<file path="src/rtl/uart_tx_fifo.sv">
`default_nettype none
// ============================================================================
//  Module   : uart_tx_fifo
//  Purpose  : UART transmitter fed by a byte FIFO. A programmable baud-tick
//             generator paces a frame FSM (start / 5..8 data / optional
//             parity / 1, 1.5 or 2 stop bits). Each bit lasts OVS ticks.
//  Revision : 1.0  initial release
// ----------------------------------------------------------------------------
//  Ports
//    clk           in   rising-edge clock
//    rst           in   asynchronous active-high reset
//    divisor       in   clk cycles per baud tick (0 halts the tick generator)
//    wr_en         in   push wr_data into the FIFO
//    wr_data       in   byte to transmit
//    wls           in   word length, 00..11 = 5..8 data bits
//    pen           in   parity enable
//    eps           in   even parity select
//    stick_parity  in   stick parity (parity bit = ~eps)
//    stb           in   extra stop bits (1.5 for 5-bit words, else 2)
//    set_break     in   force the line low
//    full          out  FIFO full
//    thre          out  FIFO empty
//    level         out  FIFO occupancy
//    ovf           out  one-cycle pulse when a write is dropped
//    tsre          out  FIFO empty and transmitter idle
//    tx            out  serial line
// ============================================================================
module uart_tx_fifo #(
    parameter int FIFO_DEPTH = 16,
    parameter int DIV_W      = 16,
    parameter int OVS        = 16
) (
    input  logic                          clk,
    input  logic                          rst,
    input  logic [DIV_W-1:0]              divisor,
    input  logic                          wr_en,
    input  logic [7:0]                    wr_data,
    input  logic [1:0]                    wls,
    input  logic                          pen,
    input  logic                          eps,
    input  logic                          stick_parity,
    input  logic                          stb,
    input  logic                          set_break,
    output logic                          full,
    output logic                          thre,
    output logic [$clog2(FIFO_DEPTH):0]   level,
    output logic                          ovf,
    output logic                          tsre,
    output logic                          tx
);

    localparam int AW = $clog2(FIFO_DEPTH);
    // Tick counter must reach 2*OVS-1 for the longest stop bit.
    localparam int TW = $clog2(2 * OVS) + 1;

    localparam logic [TW-1:0] c_BIT_LAST    = TW'(OVS - 1);
    localparam logic [TW-1:0] c_STOP15_LAST = TW'((3 * OVS) / 2 - 1);
    localparam logic [TW-1:0] c_STOP2_LAST  = TW'(2 * OVS - 1);
    localparam logic [AW:0]   c_DEPTH       = (AW + 1)'(FIFO_DEPTH);

    // ------------------------------------------------------------------
    // Baud tick generator
    // ------------------------------------------------------------------
    logic [DIV_W-1:0] baud_cnt_q;
    logic             w_tick;

    // The counter only samples divisor when it reloads, so a divisor change
    // never cuts the count in progress short.
    assign w_tick = (divisor != '0) && (baud_cnt_q <= DIV_W'(1));

    always_ff @(posedge clk or posedge rst) begin
        if (rst) begin
            baud_cnt_q <= '0;
        end else if (divisor == '0) begin
            baud_cnt_q <= '0;
        end else if (w_tick) begin
            baud_cnt_q <= divisor;
        end else begin
            baud_cnt_q <= baud_cnt_q - DIV_W'(1);
        end
    end

    // ------------------------------------------------------------------
    // Transmit FIFO
    // ------------------------------------------------------------------
    logic [7:0]    mem_q [FIFO_DEPTH];
    logic [AW-1:0] wptr_q;
    logic [AW-1:0] rptr_q;
    logic [AW:0]   level_q;
    logic          ovf_q;
    logic          w_push;
    logic          w_pop;
    logic [7:0]    w_head;

    assign full  = (level_q == c_DEPTH);
    assign thre  = (level_q == '0);
    assign level = level_q;
    assign ovf   = ovf_q;

    // A pop in the same cycle frees a slot, so a write into a full FIFO is
    // still accepted then.
    assign w_push = wr_en && (!full || w_pop);
    assign w_head = mem_q[rptr_q];

    // Storage carries no reset; clearing the pointers discards the contents.
    always_ff @(posedge clk) begin
        if (w_push) begin
            mem_q[wptr_q] <= wr_data;
        end
    end

    always_ff @(posedge clk or posedge rst) begin
        if (rst) begin
            wptr_q  <= '0;
            rptr_q  <= '0;
            level_q <= '0;
            ovf_q   <= 1'b0;
        end else begin
            ovf_q <= wr_en && full && !w_pop;
            if (w_push) begin
                wptr_q <= wptr_q + AW'(1);
            end
            if (w_pop) begin
                rptr_q <= rptr_q + AW'(1);
            end
            case ({w_push, w_pop})
                2'b10:   level_q <= level_q + (AW + 1)'(1);
                2'b01:   level_q <= level_q - (AW + 1)'(1);
                default: level_q <= level_q;
            endcase
        end
    end

    // ------------------------------------------------------------------
    // Frame FSM
    // ------------------------------------------------------------------
    typedef enum logic [2:0] {
        S_IDLE   = 3'd0,
        S_START  = 3'd1,
        S_DATA   = 3'd2,
        S_PARITY = 3'd3,
        S_STOP   = 3'd4
    } state_t;

    state_t        state_q;
    logic [TW-1:0] tcnt_q;
    logic [2:0]    bit_q;
    logic [7:0]    shift_q;
    logic          par_q;      // XOR of the data bits of the current frame
    logic [1:0]    f_wls_q;
    logic          f_pen_q;
    logic          f_eps_q;
    logic          f_stick_q;
    logic          f_stb_q;
    logic          tx_q;

    logic [TW-1:0] w_stop_last;
    logic [7:0]    w_mask;
    logic [7:0]    w_load;
    logic [2:0]    w_data_last;
    logic          w_par_bit;

    assign w_stop_last = !f_stb_q            ? c_BIT_LAST    :
                         (f_wls_q == 2'b00)  ? c_STOP15_LAST : c_STOP2_LAST;

    // A new frame starts from IDLE, or straight out of the final stop tick
    // so consecutive frames carry no idle gap.
    assign w_pop = !thre && w_tick &&
                   ((state_q == S_IDLE) ||
                    ((state_q == S_STOP) && (tcnt_q == w_stop_last)));

    // Bits above the word length are cleared so they neither go out nor
    // contribute to parity.
    assign w_mask      = 8'hFF >> (2'd3 - wls);
    assign w_load      = w_head & w_mask;
    assign w_data_last = {1'b0, f_wls_q} + 3'd4;
    assign w_par_bit   = f_stick_q ? ~f_eps_q : (f_eps_q ? par_q : ~par_q);

    always_ff @(posedge clk or posedge rst) begin
        if (rst) begin
            state_q   <= S_IDLE;
            tcnt_q    <= '0;
            bit_q     <= '0;
            shift_q   <= '0;
            par_q     <= 1'b0;
            f_wls_q   <= '0;
            f_pen_q   <= 1'b0;
            f_eps_q   <= 1'b0;
            f_stick_q <= 1'b0;
            f_stb_q   <= 1'b0;
            tx_q      <= 1'b1;
        end else if (w_tick) begin
            case (state_q)
                S_IDLE: begin
                    tcnt_q <= '0;
                    if (!thre) begin
                        state_q <= S_START;
                        tx_q    <= 1'b0;
                    end
                end

                S_START: begin
                    if (tcnt_q == c_BIT_LAST) begin
                        state_q <= S_DATA;
                        tcnt_q  <= '0;
                        bit_q   <= '0;
                        tx_q    <= shift_q[0];
                    end else begin
                        tcnt_q <= tcnt_q + TW'(1);
                    end
                end

                S_DATA: begin
                    if (tcnt_q == c_BIT_LAST) begin
                        tcnt_q <= '0;
                        if (bit_q == w_data_last) begin
                            if (f_pen_q) begin
                                state_q <= S_PARITY;
                                tx_q    <= w_par_bit;
                            end else begin
                                state_q <= S_STOP;
                                tx_q    <= 1'b1;
                            end
                        end else begin
                            bit_q   <= bit_q + 3'd1;
                            shift_q <= shift_q >> 1;
                            tx_q    <= shift_q[1];
                        end
                    end else begin
                        tcnt_q <= tcnt_q + TW'(1);
                    end
                end

                S_PARITY: begin
                    if (tcnt_q == c_BIT_LAST) begin
                        state_q <= S_STOP;
                        tcnt_q  <= '0;
                        tx_q    <= 1'b1;
                    end else begin
                        tcnt_q <= tcnt_q + TW'(1);
                    end
                end

                S_STOP: begin
                    if (tcnt_q == w_stop_last) begin
                        tcnt_q <= '0;
                        if (!thre) begin
                            state_q <= S_START;
                            tx_q    <= 1'b0;
                        end else begin
                            state_q <= S_IDLE;
                            tx_q    <= 1'b1;
                        end
                    end else begin
                        tcnt_q <= tcnt_q + TW'(1);
                    end
                end

                default: begin
                    state_q <= S_IDLE;
                    tcnt_q  <= '0;
                    tx_q    <= 1'b1;
                end
            endcase

            // Frame configuration is captured once per frame and held.
            if (w_pop) begin
                shift_q   <= w_load;
                par_q     <= ^w_load;
                f_wls_q   <= wls;
                f_pen_q   <= pen;
                f_eps_q   <= eps;
                f_stick_q <= stick_parity;
                f_stb_q   <= stb;
            end
        end
    end

    assign tsre = thre && (state_q == S_IDLE);

    // Break only gates the registered line; the FSM keeps running underneath.
    assign tx = tx_q & ~set_break;

endmodule
`default_nettype wire

</file>
<file path="config.mk">
export PLATFORM = sky130hd
export DESIGN_NAME = uart_tx_fifo
export DESIGN_NICKNAME = d
export VERILOG_FILES = /design/src/rtl/uart_tx_fifo.sv
export SDC_FILE = /design/constraint.sdc
export NUM_CORES = 1
export LEC_CHECK = 0
export ABC_CLOCK_PERIOD_IN_PS = 4700
export BUFFER_PORTS_ARGS = -buffer_cell sky130_fd_sc_hd__clkbuf_2
export CAP_MARGIN = 20
export CORE_ASPECT_RATIO = 0.6
export CORE_UTILIZATION = 35
export DETAILED_ROUTE_END_ITERATION = 7
export SLEW_MARGIN = 20
export SYNTH_ARGS = -nofsm -noshare
export SYNTH_HDL_FRONTEND = slang
export SYNTH_SLANG_ARGS = --single-unit
</file>
<file path="constraint.sdc">
create_clock -name clk -period 4.7 [get_ports clk]
set_input_delay 0.47 -clock clk [delete_from_list [all_inputs] [get_ports clk]]
set_output_delay 0.47 -clock clk [all_outputs]
set_load 0.05 [all_outputs]
</file>
Yosys cells after proc, flatten, opt, wreduce, memory -nomap -nowiden --
Memory sizes are Yosys's and may differ from the RTL's. Index checks and enable logic that the tools add are counted.
Operators by class: $lt $le $gt $ge 1, equal/unequal tests 18, shifts and indexed selects 1, add/sub/neg operators 9, reductions and logical operators 29, bitwise logic cells 5, muxes and demuxes 38
Operators by type and width (count):
- $mux 16 | 2
- $mux 8 | 4
- $mux 3 | 10
- $le 16x1->1 const B | 1
- $logic_not 16->1 | 1
- $reduce_bool 16->1 | 1
- $sub 16x1->16 const B | 1
- $pmux 3 s5 | 1
- $ne 2x2->1 const B | 7
- $mux 1 | 13
- $mux 6 | 2
- $pmux 6 s2 | 1
- $pmux 5 s2 | 1
- $add 4x1->4 const B | 2
- $and 8x8->8 | 1
- $logic_and 1x1->1 | 8
- $reduce_bool 2->1 | 4
- $reduce_xor 8->1 | 1
- $shr 8x2->8 const A | 1
- $reduce_and 7->1 | 1
- $add 6x1->6 const B | 1
- $eq 3x2->1 const B | 2
- $eq 6x4->1 const B | 1
- $eq 6x5->1 | 1
- 28 further kinds | 33
Word-level totals: output and inout bits 10, register bits after elaboration 58, bits in writable memories 128, logic and storage cells 118, memories kept 1, bits of input ports 34
Memories:
- mem_q | depth 16, bits a word 8, rd ports 1, clocked after Yosys merged registers in 0, wr ports 1, RTL line 86 | logic [7:0] mem_q [FIFO_DEPTH];

Depth between registers and ports, before layout --
depth in word-level cells 11, gate-level depth with buffers 12, gate-level depth less buffers 11

Least setup slack after synthesis --
Ideal clock, no wire load.
path kind reg2reg, start point register level_q[0] (netlist: level[0]), end point register level_q[4] (netlist: level[4]), buffers on the path 0, arrival 4.081 ns, slack 0.477 ns, data required time 4.558 ns, period minus slack after synthesis 4.223 ns, library setup time 0.142 ns, stages on the path, launching flop included 11, path through dfrtp_1 > or2_2 > nor4_1 > nand2b_1 > nor4_4 > xor2_1 > ha_1 > or3_1 > a21oi_1 > a22oi_1 > xnor2_1
Between the ends: cells in the longest elaborated chain, start to end 8, elaborated cells between the ends (all ways) 14, classes of those cells add/sub: 2; eq/ne: 3; mux: 1; reduce/logical: 8
Ends and longest elaborated chain:
- start, declared | RTL line 89 | logic [AW:0] level_q;
- start signal, assigned | RTL line 127 | 2'b10: level_q <= level_q + (AW + 1)'(1);
- start signal, assigned | RTL line 128 | 2'b01: level_q <= level_q - (AW + 1)'(1);
- start signal, assigned | RTL line 129 | default: level_q <= level_q;
- $logic_not 5->1 * | RTL line 96 | assign thre = (level_q == '0);
- net thre | RTL line 45 | output logic thre,
- $logic_not 1->1 *
- $logic_and 1x1->1 * (2 in a row) | RTL line 168 | assign w_pop = !thre && w_tick &&
- $logic_or 1x1->1 | RTL line 102 | assign w_push = wr_en && (!full || w_pop);
- $logic_and 1x1->1 | RTL line 102
- $eq 2x1->1 / $eq 2x2->1 (equally long branches) | RTL line 126 | case ({w_push, w_pop})
- $pmux 5 s2 / $reduce_bool 2->1 (equally long branches)
The timed path passes the listed nets; every way through them passes the cells marked *. A chain may end at the register's enable or synchronous reset.

Final worst setup path --
start point register baud_cnt_q[11], end point memory mem_q[13][2], enable pin
Between the ends: cells in the longest elaborated chain, start to end 8
Ends and longest elaborated chain:
- start, declared | RTL line 64 | logic [DIV_W-1:0] baud_cnt_q;
- start signal, assigned | RTL line 77 | baud_cnt_q <= divisor;
- start signal, assigned | RTL line 79 | baud_cnt_q <= baud_cnt_q - DIV_W'(1);
- $le 16x1->1 | RTL line 69 | assign w_tick = (divisor != '0) && (baud_cnt_q <= DIV_W'(1));
- $logic_and 1x1->1 | RTL line 69
- $logic_and 1x1->1 (2 in a row) | RTL line 168
- $logic_or 1x1->1 | RTL line 102
- $logic_and 1x1->1 | RTL line 102
- $mux 1 | RTL line 107 | if (w_push) begin
- $mux 1 (implied by the code) | RTL line 108 | mem_q[wptr_q] <= wr_data;
- end, declared | RTL line 86
Every way passes these cells.

==> run summary <==
The internal power of the cells totals 2.950 mW. The run gives 3.81 ns as the data arrival time of the worst path. Clock tree synthesis inserted a total of 17 buffers. The logs give 0 for the residual antenna-violating net count after detailed routing and 59 for the maximum number of pins on one net before global-route repair. The logs give 17.82 mm for the total routed wirelength and 0.44 ns for the clock latency on the worst-skew pair. Cells fill 40.75% of the core in the end. The tree is rooted in a sky130_fd_sc_hd__clkbuf_16.

Among all flip-flop cells after synthesis, the most frequent one is sky130_fd_sc_hd__edfxtp_1. The routed design could run at a clock period as short as 3.749 ns. The clock group share of total power was 33.5%; the initial core utilization was 35.66%. The run gives 692 as the net total in the final layout. The cell area reported after detailed placement was 8861 um^2; the switching power was 1.178 mW.

The tools report the post-route DRC violation count as 0. The count of TritonRoute iterations in the first routing pass was 4. Setup repair after global routing left no endpoint under its margin. The area fraction of the dominant cell type after synthesis is 46.59%, and the number of enable-type register cells in the synthesized netlist is 128. The cell area that synthesis handed to floorplanning was 8249 um^2. The critical path goes through or4_4 -> nor4_4 -> or3b_1 -> or3_4 -> a21boi_4 -> nand3_1 -> nor2_1. TritonCTS built the clock tree. Headroom to the max-slew limit came out at 34.98%.

In this run the core area contains 43 standard-cell rows. The startpoint kind of the worst setup timing path is a flop. Between clock sinks in the finished design, the worst skew comes to 0.01217 ns.

In the final layout, the share of cells above drive strength 1 is 19.85%. Combinational cells account for 15.6% of the total power. For this design, the slowest cell found on the critical path is sky130_fd_sc_hd__nor2_1. Count of cell types in the netlist: 56.

The tools report the share of synthesized area occupied by flip-flops and latches as 64.20%. The run gives 0 as the diode insertion count for antenna repair. Across the run, the number of max-cap violations was 0. For this run, the total global-route usage over all layers was measured as 15.60%.

The wire-length estimate of the detail-placed layout is 12.66 mm. Static timing analysis puts the maximum clock frequency at 0.2667 GHz. The highest fanout seen on the critical path works out to 12. Clock-pin slew was measured on the worst setup and hold paths at 0.08 ns. After floorplanning, the core was sized to cover 23130 um^2. The biggest area contributor in the post-synthesis netlist is sky130_fd_sc_hd__edfxtp_1. Ranked by total cell area, the synthesized netlist is headed by sky130_fd_sc_hd__edfxtp_1 (47%), sky130_fd_sc_hd__dfrtp_1 (17%), sky130_fd_sc_hd__mux4_2 (6.8%), sky130_fd_sc_hd__nand2_1 (3.0%), sky130_fd_sc_hd__xnor2_1 (2.3%). Before CTS, the worst setup slack after placement is 0.9449 ns. The instance count of the mapped netlist was 596. The number of pins exceeding their max-slew limit in the final report was 0. The first global-routing pass estimated 28.28 mm of wire. At the worst endpoint, the required time is 4.76 ns. The area growth from synthesis to layout is 14.29%. The floorplan step defined a die boundary enclosing 24210 um^2.

Worst slack on hold paths: 0.2248 ns. After the first detailed-routing iteration, the DRC count stood at 462. The register share of total power was 50.9%; the sum of negative setup slack was 0 ns. During synthesis, Yosys emitted a total of 0 warnings. The number of global-route vias before repair was 5123.

Counting flops with an async set or reset pin after synthesis yields a share of 31.18%. The total vias in the final route is 5039. The clock drives 186 sinks.

The number of hold-slack violations in the final timing report is 0, and the maximum count of clock buffers along a single path is 2. Wire length per cell after detailed routing: 18.27 um. The total of flip-flops plus latches after synthesis was 186.

Once routing completed, OpenROAD measured the worst setup slack at 0.9509 ns. Vertical die dimension: 120.9 um. When the netlist entered floorplanning its net count stood at 641.

The run gives 0 as the number of antenna violations at the first check in global routing. The average instance in the mapped netlist occupies 13.84 um^2. The worst setup path is of the flop to flop kind. For this design the static power due to leakage is 3.409 nW. The run finished with clean final reports. The run gives 0 as the remaining global-route overflow.

The power density relative to cell area works out to 437.9 nW/um^2. The post-route cell area was 9428 um^2; the switching part of the total power was 28.54%. The run gives 0 as the number of cells upsized or downsized after cts. Final clock period utilization by the worst path: 79.77%. The tools report the routability congestion estimate from global placement as 0.8006.

The worst hold path belongs to the class primary input to asynchronous set/reset pin. At the pin with the least slew margin, the transition time is 0.9665 ns. The largest stage delay on the critical path is 0.62 ns, and the number of vias per cell after detailed routing is 5.168.

In this run, post-CTS hold repair placed 0 buffers. In this run the post-CTS setup repair buffer count came out at 0. The H-tree generated during clock tree synthesis spans 4 levels. STA classifies the critical path endpoint as a flop. 44 I/O pins were placed.

During placement, the flow inserted port buffers numbering 43. X dimension of the die: 200.2 um. VDD sags by at most 0.2740 mV.

Setup violations remaining at the end of the flow were counted as 0.
==> metrics by stage <==
step	cells	total power, mW
6_report	975	4.128
2_1_floorplan	596	2.565
4_1_cts	975	4.167
3_3_place_gp	943	2.759
3_5_place_dp	943	2.786
5_1_grt	975	4.321
==> path summary, 6_finish.rpt <==
path | slack (ns) | end | start | cells after the start
worst max-delay path | 0.95 | mem_q[13][2] | baud_cnt_q[11] | 7
worst min-delay path | 0.22 | ovf | rst | 3
worst max register to register | 0.95 | mem_q[13][2] | baud_cnt_q[11] | 7
worst min register to register | 0.49 | tx_q | tx_q | 2
max in group asynchronous | 3.94 | rptr_q[0] | rst | 3
min in group clk | 0.23 | f_eps_q | eps | 3
==> cells in the mapped netlist, types with 13 or more instances <==
master                     count
sky130_fd_sc_hd__nor3_1       13
sky130_fd_sc_hd__clkbuf_1     19
sky130_fd_sc_hd__o21ai_0      20
sky130_fd_sc_hd__a22oi_1      18
sky130_fd_sc_hd__edfxtp_1    128
sky130_fd_sc_hd__nand2_1      67
sky130_fd_sc_hd__dfrtp_1      57
sky130_fd_sc_hd__mux2i_1      19
sky130_fd_sc_hd__nor2_1       39
sky130_fd_sc_hd__mux4_2       25
sky130_fd_sc_hd__a211oi_1     18
sky130_fd_sc_hd__nand3_1      19
sky130_fd_sc_hd__xnor2_1      22
sky130_fd_sc_hd__inv_1        14
==> state kept, by name, summed over array words and instances, names as in the netlist, 2 cells and up <==
name,cells
baud_cnt_q,16
bit_q,3
f_wls_q,2
level,5
mem_q,128
rptr_q,4
shift_q,8
state_q,3
tcnt_q,6
wptr_q,4
==> layout make-up <==
type	count	area [um^2]
Fill cell	2150	13710
Clock buffer	18	429.2
Inverter	14	52.55
Multi-Input combinational cell	369	2781
Tap cell	315	394.1
Timing Repair Buffer	59	335.3
Sequential cell	186	5298
Clock inverter	14	137.6
==> layer usage <==
| layer | GRT usage [%] | wire [um] | vias to the layer above |
|---|---|---|---|
| met5 | 0 | 0 | - |
| met3 | 4.082 | 796 | 11 |
| met2 | 23.22 | 7969 | 103 |
| met4 | 3.942 | 150 | 0 |
| met1 | 22.57 | 8899 | 2579 |
| li1 | - | - | 2346 |
==> cell usage in the layout (no fill, tap or decap), drive strengths merged, types with 6 or more instances in the layout <==
master	Yosys	layout
edfxtp	128	128
nand2	67	67
clkbuf	19	61
dfrtp	57	57
nor2	39	39
mux4	25	25
xnor2	22	22
inv	14	21
o21ai	20	20
nand3	19	19
mux2i	19	19
a22oi	18	18
a211oi	18	18
buf	8	16
nor3	13	13
nor4	13	13
xor2	11	11
ha	11	11
a21oi	10	10
nor2b	7	7
and3	6	6
and2	6	6
==> worst max-delay path, delay by kind of cell (launching register included) <==
family          cells  cell delay [ns]
compound gates      1             0.26
flops               1             0.41
simple gates        6             2.69
==> cell families after synthesis <==
logic type	count (synthesis)	synth area share, %
AND/OR/NAND/NOR	194	11.82
buffers and inverters	41	2.139
adder cells (fa/ha/maj)	11	1.668
multiplexers	46	9.404
AO/OA/AOI/OAI	84	6.993
flip-flops	186	64.20
XOR/XNOR	34	3.777
==> power by group through the flow <==
stage	clock network [mW]	registers (mW)	logic [mW]
after CTS	1.41	2.10	0.654
after floorplan	0	2.15	0.415
after global placement	0	2.12	0.636
final	1.38	2.10	0.643
after global routing	1.48	2.13	0.713
after detailed placement	0	2.14	0.650
No activity file was read; power rests on OpenSTA's default activity.
